### src/rtl/sd_pkg.sv
// Shared definitions for the SD clock generator: FSM state type and default
// half-period divisors.
package sd_pkg;

  typedef enum logic [1:0] {
    SD_STOP = 2'd0,
    SD_LOW  = 2'd1,
    SD_HIGH = 2'd2
  } sd_state_e;

  localparam int SD_SLOW_HALF = 128;
  localparam int SD_FAST_HALF = 2;

  function automatic int sd_max(input int a, input int b);
    return (a > b) ? a : b;
  endfunction

endpackage

### src/rtl/clk_half_counter.sv
// Half-period counter for the SD clock generator: counts iclk cycles within
// one level of oclk_sd and flags the last cycle of that level.
module clk_half_counter #(
  parameter int CNT_W = 8
) (
  input  logic             clk_i,
  input  logic             rst_i,
  input  logic             clr_i,
  input  logic             inc_i,
  input  logic [CNT_W-1:0] half_i,
  output logic             tc_o
);

  logic [CNT_W-1:0] cnt_q;
  logic [CNT_W-1:0] cnt_d;

  always_comb begin
    cnt_d = cnt_q;
    if (clr_i) begin
      cnt_d = '0;
    end else if (inc_i) begin
      cnt_d = cnt_q + CNT_W'(1);
    end
  end

  always_ff @(posedge clk_i or posedge rst_i) begin
    if (rst_i) begin
      cnt_q <= '0;
    end else begin
      cnt_q <= cnt_d;
    end
  end

  // Terminal count: this is the last iclk cycle of the current level.
  assign tc_o = (cnt_q == (half_i - CNT_W'(1)));

endmodule

### src/rtl/sd_clk_gen.sv
// SD bus clock generator: slow/fast half-period divider with glitch-free mode
// switching, park-low stop, and registered rise/fall strobes in the iclk domain.
module sd_clk_gen
  import sd_pkg::*;
#(
  parameter int SLOW_HALF = SD_SLOW_HALF,
  parameter int FAST_HALF = SD_FAST_HALF
) (
  input  logic       iclk,
  input  logic       irst,
  input  logic       isel_clk,
  input  logic       ienable,
  output logic       oclk_sd,
  output logic       ostb_rise,
  output logic       ostb_fall,
  output logic       ofast,
  output logic       oactive,
  output logic [1:0] ostate
);

  localparam int CNT_W = $clog2(sd_max(SLOW_HALF, FAST_HALF) + 1);

  if (SLOW_HALF < 1 || FAST_HALF < 1) begin : g_bad_half
    $error("sd_clk_gen: SLOW_HALF and FAST_HALF must both be >= 1");
  end

  sd_state_e        state_q, state_d;
  logic             sel_q, sel_d;
  logic             clk_q, clk_d;
  logic             rise_q, rise_d;
  logic             fall_q, fall_d;
  logic             cnt_clr;
  logic             cnt_inc;
  logic             cnt_tc;
  logic [CNT_W-1:0] half;

  // sel_q only changes on LOW entry, so both halves of a period share one H.
  assign half = sel_q ? CNT_W'(FAST_HALF) : CNT_W'(SLOW_HALF);

  clk_half_counter #(
    .CNT_W (CNT_W)
  ) u_half_cnt (
    .clk_i  (iclk),
    .rst_i  (irst),
    .clr_i  (cnt_clr),
    .inc_i  (cnt_inc),
    .half_i (half),
    .tc_o   (cnt_tc)
  );

  always_comb begin
    state_d = state_q;
    sel_d   = sel_q;
    clk_d   = clk_q;
    rise_d  = 1'b0;
    fall_d  = 1'b0;
    cnt_clr = 1'b0;
    cnt_inc = 1'b0;
    case (state_q)
      SD_STOP: begin
        cnt_clr = 1'b1;
        if (ienable) begin
          state_d = SD_LOW;
          sel_d   = isel_clk;
        end
      end
      SD_LOW: begin
        // Stop beats the rise boundary: the clock is already low.
        if (!ienable) begin
          state_d = SD_STOP;
          cnt_clr = 1'b1;
        end else if (cnt_tc) begin
          state_d = SD_HIGH;
          cnt_clr = 1'b1;
          clk_d   = 1'b1;
          rise_d  = 1'b1;
        end else begin
          cnt_inc = 1'b1;
        end
      end
      SD_HIGH: begin
        if (cnt_tc) begin
          clk_d   = 1'b0;
          fall_d  = 1'b1;
          cnt_clr = 1'b1;
          if (ienable) begin
            state_d = SD_LOW;
            sel_d   = isel_clk;
          end else begin
            state_d = SD_STOP;
          end
        end else begin
          cnt_inc = 1'b1;
        end
      end
      default: begin
        state_d = SD_STOP;
        cnt_clr = 1'b1;
        clk_d   = 1'b0;
      end
    endcase
  end

  always_ff @(posedge iclk or posedge irst) begin
    if (irst) begin
      state_q <= SD_STOP;
      sel_q   <= 1'b0;
      clk_q   <= 1'b0;
      rise_q  <= 1'b0;
      fall_q  <= 1'b0;
    end else begin
      state_q <= state_d;
      sel_q   <= sel_d;
      clk_q   <= clk_d;
      rise_q  <= rise_d;
      fall_q  <= fall_d;
    end
  end

  assign oclk_sd   = clk_q;
  assign ostb_rise = rise_q;
  assign ostb_fall = fall_q;
  assign ofast     = sel_q;
  assign oactive   = (state_q != SD_STOP);
  assign ostate    = state_q;

endmodule

### config.mk
export PLATFORM = sky130hd
export DESIGN_NAME = sd_clk_gen
export DESIGN_NICKNAME = d
export VERILOG_FILES = /design/src/rtl/sd_pkg.sv /design/src/rtl/clk_half_counter.sv /design/src/rtl/sd_clk_gen.sv
export SDC_FILE = /design/constraint.sdc
export NUM_CORES = 1
export LEC_CHECK = 0
export ABC_AREA = 1
export BUFFER_PORTS_ARGS = -buffer_cell sky130_fd_sc_hd__buf_2
export CAP_MARGIN = 0
export CORE_MARGIN = 4
export CORE_UTILIZATION = 60
export CTS_BUF_LIST = sky130_fd_sc_hd__clkbuf_2 sky130_fd_sc_hd__clkbuf_4 sky130_fd_sc_hd__clkbuf_8
export CTS_CLUSTER_DIAMETER = 30
export DETAILED_ROUTE_END_ITERATION = 10
export PLACE_DENSITY = 0.81
export SYNTH_ARGS = -nofsm -noshare
export SYNTH_HDL_FRONTEND = slang
export SYNTH_HIERARCHICAL = 1
export SYNTH_SLANG_ARGS = --single-unit
### constraint.sdc
create_clock -name iclk -period 2.9 [get_ports iclk]
set_input_delay 0.435 -clock iclk [delete_from_list [all_inputs] [get_ports iclk]]
set_output_delay 0.435 -clock iclk [all_outputs]
set_load 0.01 [all_outputs]
After elaboration in Yosys (flattened, before gate mapping)

Index checks and enable logic that the tools add are counted.

Reductions and logical operators: 7
Equal/unequal tests: 8
$add $sub $neg: 2
Mux-type cells: 25
Bitwise operators: 1

Operator list:

| cell                                                               | number |
|---|---|
| 8-bit 2-to-1 mux                                                   | 3 |
| 1-bit 2-to-1 mux                                                   | 13 |
| 8-bit by 1-bit adder with 8-bit output, second input constant      | 1 |
| 8-bit == test                                                      | 1 |
| 2-bit 2-to-1 mux                                                   | 4 |
| 2-bit != test, second input constant                               | 4 |
| 8-bit by 1-bit subtractor with 8-bit output, second input constant | 1 |
| 1-bit case mux with 2 select lines                                 | 3 |
| 2-bit case mux with 3 select lines                                 | 1 |
| 2-bit nonzero test                                                 | 3 |
| 4-bit AND reduction                                                | 1 |
| 3-bit != test, second input constant                               | 1 |
| 1-bit case mux with 3 select lines                                 | 1 |
| 3-bit AND reduction                                                | 1 |
| 2-bit by 1-bit == test with 1-bit output, second input constant    | 1 |
| 2-bit == test, second input constant                               | 1 |
| 2-bit logical NOT                                                  | 1 |
| 2-bit AND reduction                                                | 1 |
| 1-bit NOT                                                          | 1 |

Logic and storage cells: 49
Input port bits: 4
Output and inout port bits: 7
Register bits: 14

Depth between registers and ports, before layout

Word-level depth: 8
Depth in mapped cells: 21
Gate-level depth less buffers: 21

Hierarchy

The synthesis kept the hierarchy.

By module, submodules not included:

| module           | cells each | sequential area each (um2) | times used | area each (um2) |
|---|---|---|---|---|
| clk_half_counter | 121        | 200.2                      | 1          | 729.4 |
| sd_clk_gen       | 54         | 150.1                      | 1          | 397.9 |

Worst setup path after synthesis

No wires, ideal clock.

Path type: register -> register
Start point: reg sel_q, in the netlist ofast
End point: reg u_half_cnt.cnt_q[6]
Required time: 2.781 ns
Library setup time: 0.119 ns
Slack: 0.640 ns
Arrival time: 2.141 ns
Path buffers: 0
Period minus slack after synthesis: 2.260 ns
Stages on the path, launching flop included: 22
Cells stage by stage: dfrtp_1 -> inv_1 -> ha_1 -> inv_1 -> nand2_1 -> nand2_1 -> nor2_1 -> nand3_1 -> nor2_1 -> nand3_1 -> nor2_1 -> inv_1 -> nand2_1 -> nand2_1 -> nand3_1 -> nor2_2 -> nor3_4 -> nand2_2 -> nor2_2 -> nand3_1 -> nand2_1 -> nor2_1

Cells in the longest elaborated chain, start to end: 7
Elaborated cells on any way between the ends: 11
Those cells by class: 1 x add/sub; 1 x eq/ne; 8 x mux; 1 x reduce/logical

Ends and longest elaborated chain:

| element                                                       | line                               | text |
|---|---|---|
| start: declaration                                            | sd_clk_gen.sv:28                   | `logic sel_q, sel_d;` |
| start signal: assignment                                      | sd_clk_gen.sv:113                  | `sel_q <= sel_d;` |
| 8-bit 2-to-1 mux *                                            | sd_clk_gen.sv:38                   | `assign half = sel_q ? CNT_W'(FAST_HALF) : CNT_W'(SLOW_HALF);` |
| 8-bit by 1-bit subtractor with 8-bit output *                 | clk_half_counter.sv:35             | `assign tc_o = (cnt_q == (half_i - CNT_W'(1)));` |
| 8-bit == test *                                               | clk_half_counter.sv:35             |  |
| named net cnt_tc                                              | sd_clk_gen.sv:34                   | `logic cnt_tc;` |
| 1-bit 2-to-1 mux *                                            | sd_clk_gen.sv:72, sd_clk_gen.sv:82 |  |
| 1-bit 2-to-1 mux                                              | sd_clk_gen.sv:69                   | `if (!ienable) begin` |
| 1-bit case mux with 2 select lines *                          | sd_clk_gen.sv:59                   | `case (state_q)` |
| named net cnt_clr                                             | sd_clk_gen.sv:32                   | `logic cnt_clr;` |
| 8-bit 2-to-1 mux / 2-bit nonzero test (equally long branches) | n/a                                |  |
| end signal: assignment                                        | clk_half_counter.sv:30             | `cnt_q <= cnt_d;` |
| end: declaration                                              | clk_half_counter.sv:14             | `logic [CNT_W-1:0] cnt_q;` |

Mark *: on every way through the listed nets, which the timed path passes. The rest lies on a longest branch.
A chain may end at the register's enable or synchronous reset.

Worst setup path in the final report

Same ends and word-level chain as after synthesis.

==> impl_metrics.json <==
{
  "status": "completed",
  "cts_tree": "built",
  "switching_power_uw": 387,
  "rsz0062_at_grt": "no",
  "antenna_found_initial": 0,
  "cts_setup_buffers": 0,
  "path_max_fanout": 5,
  "internal_power_uw": 454,
  "slew_viol_final": 0,
  "comb_power_share_pct": 52.1,
  "cts.sinks": 14,
  "cts_resized": 0,
  "required_ps": 3070,
  "finalSetupViolCount": 0,
  "ys_ff_latch": 14,
  "nets": 220,
  "hold_buffers": 0,
  "seq_area_frac_synth_pct": 31.1,
  "die_h_um": 51.3,
  "grt_max_degree": 9,
  "start_kind": "flop",
  "dp.cells": 229,
  "vias": 1064,
  "cts_root_buf": "clkbuf_4",
  "n_antenna_cell": 0,
  "track_usage_pct": 21.6,
  "yosysWarnings": 6,
  "core-area_um2": 1750,
  "fmax_ghz": 0.407,
  "rr_worst_depth": 21,
  "layout_common_cells": "nand2_1, inv_1, nand3_1",
  "synth.avg_cell_area_um2": 6.44,
  "io_pins": 11,
  "cts_buffers": 3,
  "fin_crit_ps": 2460,
  "synth.lib_cells_used.distinct": 20,
  "wl_per_cell_um": 9.88,
  "worstSetupEndpointType": "flop",
  "hold_viol_final": 0,
  "clk_latency_ps": 290,
  "max_cap_violations": 0,
  "grt_pass1_wl_um": 4300,
  "grt_pass1_vias": 1029,
  "crit_type": "reg -> reg",
  "dieWidth_um": 51.3,
  "tns_ps": 0,
  "io_buffers": 10,
  "synthCells": 175,
  "switching_share_pct": 46.0,
  "vias_per_cell": 4.57,
  "die_area_um2": 2640,
  "finalNonFillerCells": 233,
  "power_density_nw_per_um2": 639,
  "hpwl_um": 1960,
  "arrival_ps": 2630,
  "syn_to_final_growth_pct": 16.8,
  "totalWireLength_um": 2300,
  "drive_gt1_share_pct": 14.4,
  "skew_ps": 13.4,
  "drc": 0,
  "drt_iter0_drc": 25,
  "seqPwrFrac_pct": 31.1,
  "h-tree-depth": 1,
  "p_leak_nw": 0.739,
  "clkTransAtPathRegs_ps": 90,
  "fin_crit_sh_pct": 84.8,
  "first_pass_iters": 4,
  "final_util_pct": 75.4,
  "place_congestion": 0.865,
  "rows": 15,
  "reg2reg_slack_ps": 440,
  "initial_core_util_pct": 64.6,
  "clock_path_buffers": 2,
  "r2r-end": "u_half_cnt/cnt_q[6]",
  "netlist_area_um2": 1130,
  "ant_nets": 0,
  "hold_class": "in -> async",
  "grt-ovfl-total": 0,
  "mostFrequentLayoutCell": "nand2_1",
  "ir_worst_vdd_uv": 522,
  "clock_power_share_pct": 16.8,
  "crit-reg2reg-launch": "ofast"
}
[power by group through the flow]
| stage | clock network (mW) | registers [mW] | logic [mW] |
|---|---|---|---|
| floorplan | 0 | 0.271 | 0.321 |
| global placement | 0 | 0.262 | 0.415 |
| detailed placement | 0 | 0.267 | 0.437 |
| CTS | 0.144 | 0.263 | 0.438 |
| global route | 0.156 | 0.268 | 0.513 |
| finish | 0.141 | 0.262 | 0.438 |
[metrics by stage]
stage / power [mW] / hold slack (ps) / setup WS [ps] / area, µm²
global placement: 0.676 / 371 / 573 / 1280
global route: 0.937 / 71.4 / 161 / 1320
detailed placement: 0.703 / 382 / 477 / 1280
CTS: 0.845 / 68.2 / 443 / 1320
finish: 0.842 / 63.2 / 441 / 1320
floorplan: 0.592 / 226 / 640 / 1200
[critical path, cell delays in order, from the launching register on]
cell and delay (ps):
dfrtp_1 420, inv_1 70, ha_1 290, inv_1 40
nand2_1 60, nand2_1 50, nor2_1 90, nand3_1 70
nor2_1 80, nand3_1 70, nor2_1 150, inv_1 100
nand2_1 60, nand2_1 40, nand3_1 120, nor2_2 100
nor3_4 160, nand2_2 90, nor2_2 100, nand3_1 70
nand2_1 70, nor2_1 40
[cell type report]
type,count,area [µm²]
clock buffers,4,36.3
flip-flops and latches,14,350
repair buffers,10,50.0
inverters,35,131
multi-input cells,145,717
well taps,25,31.3
fillers,139,429
[flip-flops by register name, indices dropped and copies added, names as in the netlist]
register          flops
oclk_sd               1
u_half_cnt/cnt_q      8
ostate                2
ostb_rise             1
ostb_fall             1
ofast                 1
[cells by family (layout without fill, tap and decap cells)]
| family | count (synthesis) | after routing | share of synthesized area, % |
|---|---|---|---|
| fa+ha+maj | 7 | 7 | 7.77 |
| compound gates | 12 | 12 | 5.33 |
| simple gates | 103 | 103 | 41.5 |
| buf+inv | 35 | 49 | 11.7 |
| flops | 14 | 14 | 31.1 |
| xor+xnor | 3 | 3 | 2.33 |
| other cells | 1 | 20 | 0.333 |
[how the worst max path moves through the flow]
stage	start	to	slack, ps	cells after the start
final	ofast	u_half_cnt/cnt_q[6]	440	21
after floorplan	ofast	u_half_cnt/cnt_q[6]	640	21
after global placement	ofast	u_half_cnt/cnt_q[6]	570	21
after global routing	ofast	u_half_cnt/cnt_q[6]	160	21
after CTS	ofast	u_half_cnt/cnt_q[6]	440	21
after detailed placement	ofast	u_half_cnt/cnt_q[6]	480	21
[metal layers]
metal  wire length (µm)  GRT usage, %  vias up  part of all wire (%)
met4                 26          6.11        0                   1.1
met2               1100          37.1       19                    48
met3                 92          3.50        4                   4.0
met1               1080          27.8      458                    47
li1                   -             -      583                     -
met5                  0             0        -                     0
[synth_stat cells]
master | instances | share of area [%]
nor3_1 | 1 | 0.44
nor3_2 | 2 | 1.8
xor2_1 | 1 | 0.78
inv_1 | 30 | 10
a21oi_1 | 5 | 2.2
nor3_4 | 1 | 1.4
nor2_1 | 14 | 4.7
nand2_1 | 53 | 18
nand3_1 | 22 | 9.8
o21ai_1 | 1 | 0.44
xnor2_1 | 2 | 1.6
nand4_1 | 2 | 1.1
nor2_2 | 3 | 1.7
conb_1 | 1 | 0.33
or2_4 | 1 | 0.78
dfrtp_1 | 14 | 31
nand2_2 | 4 | 2.2
o21ai_0 | 6 | 2.7
inv_2 | 5 | 1.7
ha_1 | 7 | 7.8
(Power assumes the default switching activity.)
